File: src/rtl/scan_data_reg.sv
// scan_data_reg: JTAG-style data register with a capture/shift stage,
// an update (hold) stage, a 1-bit bypass path and a frame-complete flag.
//
// Ports:
//   clk        rising-edge clock
//   reset      async active-low reset
//   capture    parallel load of data into the shift stage
//   shift      serial shift of the active path (LSB out, tdi into MSB)
//   update     copy shift stage to q (ignored in bypass)
//   bypass     select the 1-bit bypass path
//   data       parallel capture value from the core
//   tdi        serial input
//   q          held value presented to the core
//   tdo        serial output (combinational path select)
//   frame_full high once WIDTH shifts have occurred since capture/reset
module scan_data_reg #(
  parameter int               WIDTH     = 8,
  parameter logic [WIDTH-1:0] RESET_VAL = '0,
  parameter int               CNT_W     = 4
) (
  input  logic             clk,
  input  logic             reset,
  input  logic             capture,
  input  logic             shift,
  input  logic             update,
  input  logic             bypass,
  input  logic [WIDTH-1:0] data,
  input  logic             tdi,
  output logic [WIDTH-1:0] q,
  output logic             tdo,
  output logic             frame_full
);

  localparam logic [CNT_W-1:0] FULL =
    CNT_W'(WIDTH);

  logic [WIDTH-1:0] sr;
  logic             bp;
  logic [CNT_W-1:0] cnt;

  always_ff @(posedge clk or negedge reset) begin
    if (!reset) begin
      sr  <= '0;
      q   <= RESET_VAL;
      bp  <= 1'b0;
      cnt <= '0;
    end else if (!bypass) begin
      // q samples the pre-edge sr, so a
      // shift in the same cycle is not seen
      if (update)
        q <= sr;
      if (capture) begin
        sr  <= data;
        cnt <= '0;
      end else if (shift) begin
        sr <= {tdi, sr[WIDTH-1:1]};
        // saturate so frame_full stays up
        if (cnt != FULL)
          cnt <= cnt + CNT_W'(1);
      end
    end else begin
      // sr, cnt and q hold while bypassed
      if (capture)
        bp <= 1'b0;
      else if (shift)
        bp <= tdi;
    end
  end

  assign tdo        = bypass ? bp : sr[0];
  assign frame_full = (cnt == FULL);

endmodule
File: config.mk
export PLATFORM = sky130hd
export DESIGN_NAME = scan_data_reg
export DESIGN_NICKNAME = d
export VERILOG_FILES = /design/src/rtl/scan_data_reg.sv
export SDC_FILE = /design/constraint.sdc
export NUM_CORES = 1
export LEC_CHECK = 0
export CAP_MARGIN = 25
export CORE_ASPECT_RATIO = 1.5
export CORE_MARGIN = 10
export CORE_UTILIZATION = 35
export CTS_CLUSTER_SIZE = 16
export DETAILED_ROUTE_END_ITERATION = 8
export PLACE_DENSITY_LB_ADDON = 0.12
export SLEW_MARGIN = 20
export SYNTH_ARGS = -nofsm -noshare
export SYNTH_HDL_FRONTEND = slang
export SYNTH_SLANG_ARGS = --single-unit
File: constraint.sdc
create_clock -name clk -period 1.6 [get_ports clk]
set_input_delay 0.16 -clock clk [delete_from_list [all_inputs] [get_ports clk]]
set_output_delay 0.16 -clock clk [all_outputs]
set_load 0.02 [all_outputs]
[Word-level counts from Yosys, hierarchy flattened]
Index checks and enable logic that the tools add are counted.
Word-level totals
  flip-flop bits (word level): 21
  bits of input ports: 15
  output and inout port bits: 10
  logic and storage cells: 22
Cells by class
  $add $sub $neg: 1
  eq/ne operators: 2
  multiplexer cells: 8
  bitwise gates (word level): 1
  reductions and logical operators: 6
Operators with widths (count)
  $mux W8: 2
  $mux W4: 3
  $reduce_and A2 Y1: 3
  $add A4 B1 Y4 const B: 1
  $eq A4 B4 Y1 const B: 1
  $ne A4 B4 Y1 const B: 1
  $reduce_bool A2 Y1: 2
  $mux W1: 3
  $reduce_and A3 Y1: 1
  $not A1 Y1: 1

[Depth between registers and ports, before layout]
  word-level depth: 4
  gate-level depth with buffers: 5
  gate-level depth less buffers: 5

[Worst setup path before layout]
No wires, ideal clock.
  path kind: reg-to-reg
  start: register cnt[0]
  end: register cnt[0]
  library setup time: 0.125 ns
  arrival: 1.141 ns
  required time: 1.475 ns
  slack: 0.334 ns
  stages on the path, launching flop included: 6
  buffers on the path: 0
  clock period less this slack: 1.266 ns
  cells stage by stage: dfrtp_1 > inv_1 > ha_1 > nand3b_1 > and3_1 > mux2_4
On the way
  cells in the longest elaborated chain, start to end: 4
  elaborated cells between the ends (all ways): 7
  classes of those cells: add/sub (1); eq/ne (1); mux (3); reduce/logical (2)
RTL lines
  start: declaration: line 39  | logic [CNT_W-1:0] cnt;
  start signal: assignment: line 59  | cnt <= cnt + CNT_W'(1);
  $add A4 B1 Y4: line 59
  $mux W4: line 58  | if (cnt != FULL)
  $mux W4: line 55  | end else if (shift) begin
  $mux W4: line 52  | if (capture) begin
Parallel ways exist; a longest one is shown, timed or not. The select of a mux whose other input is x is not followed.
A chain may end at the register's enable or synchronous reset.

[Worst setup path after layout]
  start: input port bypass
  end: output port tdo
On the way
  cells in the longest elaborated chain, start to end: 1
RTL lines
  start: declaration: line 26  | input logic bypass,
  $mux W1: line 70  | assign tdo = bypass ? bp : sr[0];
  end: declaration: line 30  | output logic tdo,
Every way passes these cells.

==> impl_metrics.csv <==
group,metric,value,unit
status,status,"finished, final reports clean",
layout,diodes,0,
grt,antenna_found_initial,0,
floorplanning,core_area,2910,µm²
placed_design,placed_cells,167,
timing,fin_crit,1500,ps
layout,fin_util,50.6,%
grt,grt-ovfl-total,0,
critical_path,path_max_fanout,2,
layout,seq_area,526,µm²
clocking,clkLatencyLatePin,260,ps
critical_path,worstPathArrival,1340,ps
logic_synthesis,async_flop_share,100,%
placed_design,placed_cell_area,1430,µm²
pwr,powerDensity,1020,nW/µm²
clocking,cts_tree,"yes",
logic_synthesis,ys_seq_elements,21,
logic_synthesis,synth_cells,98,
floorplanning,io_pins,25,
layout,fin_area,1470,µm²
grt,grt_pass1_vias,936,
route,wl,2560,µm
placed_design,dp_hpwl,1920,µm
clocking,cts_root_buffer,"clkbuf_8",
route,wl_per_cell,15.0,µm
placed_design,port_buffers,24,
logic_synthesis,ys_seq_area_share,49.4,%
timing,setup_viol,0,
floorplanning,die_w,65.0,µm
critical_path,timing.critical_path.to_type,"output port",
grt,grt_first_pass_wirelength,4280,µm
timing,rsz0062_at_grt,"no",
logic_synthesis,synthFlopType,"dfrtp_1",
route,postRouteAntennaNets,0,
layout,drive_above_1_share,21.2,%
hold_path,hold_class,"in2async",
pwr,p_total,1500,µW
layout,syn_to_final_growth,38.3,%
pwr,worst_ir_drop_vdd,525,µV
floorplanning,die_area,5690,µm²
layout,fillers,289,
floorplanning,die_y,87.6,µm
grt,grtUsageTotal,9.45,%
layout,multi_input_area,488,µm²
logic_synthesis,synth.cell_area,1060,µm²
floorplanning,start_util,36.6,%
route,drc,0,
pwr,p_leak,0.000659,µW
floorplanning,num_rows,24,
logic_synthesis,synth_edf_count,0,
run,cap_violations,0,
critical_path,path_class,"in2out",
logic_synthesis,ys_warn_count,0,
placed_design,gp_congestion,0.701,
timing,clock_skew,0.894,ps
clocking,clkTransAtPathRegs,80,ps
route,dr_total_vias,849,
grt,grt_max_degree,22,
timing,holdWs,242,ps
clocking,clock-sinks,21,
layout,fin_nets,150,
clocking,cts_buffers,3,
logic_synthesis,synth.distinct_cells,31,
critical_path,rr_worst_depth,5,
timing,fmax,0.666,GHz
logic_synthesis,synth_fp_nets,115,
route,avgViaCountPerCell,4.96,
timing,hold_viol_final,0,
logic_synthesis,syn_avg_cell_area,10.9,µm²
layout,layout.cells.non_filler,171,
critical_path,critPathLaunchType,"input port",
timing,min_period_over_period,93.9,%
route,drtIter0Drc,9,
clocking,cts_setup_buffers,0,
layout,final_cell_mix,"clkdlybuf4s50_1, dfrtp_1, buf_4",
route,drt_first_pass_iters,4,
timing,worst_pin_slew,278,ps
timing,maxSlewHeadroom,81.5,%
layout,layout_commonest_cell,"clkdlybuf4s50_1",
clocking,htree_levels,1,
timing,drv_slew,0,
critical_path,required,1440,ps
clocking,ctsLongestPathBuffers,2,
[flip-flops by register name, summed over array words and instances (netlist names)]
register and count:
q 8, sr 8, cnt 4, bp 1
[final timing paths]
check,start,to,slack [ps]
setup / recovery,bypass,tdo,100
hold / removal,reset,q[7],240
setup reg to reg,cnt[0],cnt[0],290
hold reg to reg,q[5],q[5],510
max in group asynchronous,reset,cnt[3],1140
min in group clk,data[0],sr[0],510
[cells in the mapped netlist, drive strengths merged, types with 3 or more instances]
| cell type | number | area, µm² |
|---|---|---|
| buf | 4 | 28.8 |
| nor2b | 5 | 31.3 |
| dfrtp | 21 | 526 |
| inv | 4 | 15.0 |
| o21ai | 10 | 50.0 |
| mux2 | 10 | 116 |
| and2b | 4 | 30.0 |
| a21oi | 8 | 40.0 |
| a22oi | 7 | 52.6 |
| nand2 | 3 | 11.3 |
| nor2 | 4 | 15.0 |
[where the power goes]
group	internal, µW	switching, µW
logic	258	205
clock network	174	179
registers	625	58.4
total	1060	442
[cells by family (layout without fill, tap and decap cells)]
kind of cell | count (synthesis) | count (layout) | share of synthesized area, %
mux | 11 | 11 | 11.9
fa+ha+maj | 2 | 2 | 2.35
buf+inv | 10 | 44 | 4.82
compound gates | 32 | 32 | 19.6
simple gates | 22 | 22 | 12.0
flops | 21 | 21 | 49.4
[worst max-delay path, stage by stage]
cell	delay (ps)
clkdlybuf4s50_1	520
mux2_2	340
dlygate4sd2_1	320
[timing repair]
| action | CTS | global route |
|---|---|---|
| endpoints found under the setup margin | 2 | 1 |
| hold buffers | 0 | 0 |
| endpoints found under the hold margin | 0 | 0 |
| pin swaps | 0 | 0 |
| gates resized for setup | 2 | 2 |
[cell type report]
cell class	count	area share (%)
Sequential cell	21	35.7
Multi-Input combinational cell	67	33.1
Timing Repair Buffer	36	23.7
Tap cell	39	3.31
Clock buffer	3	2.80
Inverter	4	1.02
Clock inverter	1	0.340
[stage by stage]
step	setup WS, ps	setup TNS [ps]
after CTS	36.0	0
after floorplan	334	0
after global placement	-150	-767
after detailed placement	-131	-655
final	98.1	0
after global routing	56.9	0
[layer usage]
metal	track usage [%]	wire length, µm	share of wire (%)
met2	17.8	1410	55
met1	9.83	1020	40
met4	4.10	32	1.3
met5	0	0	0
met3	1.79	98	3.8
No activity file was read; power rests on OpenSTA's default activity.
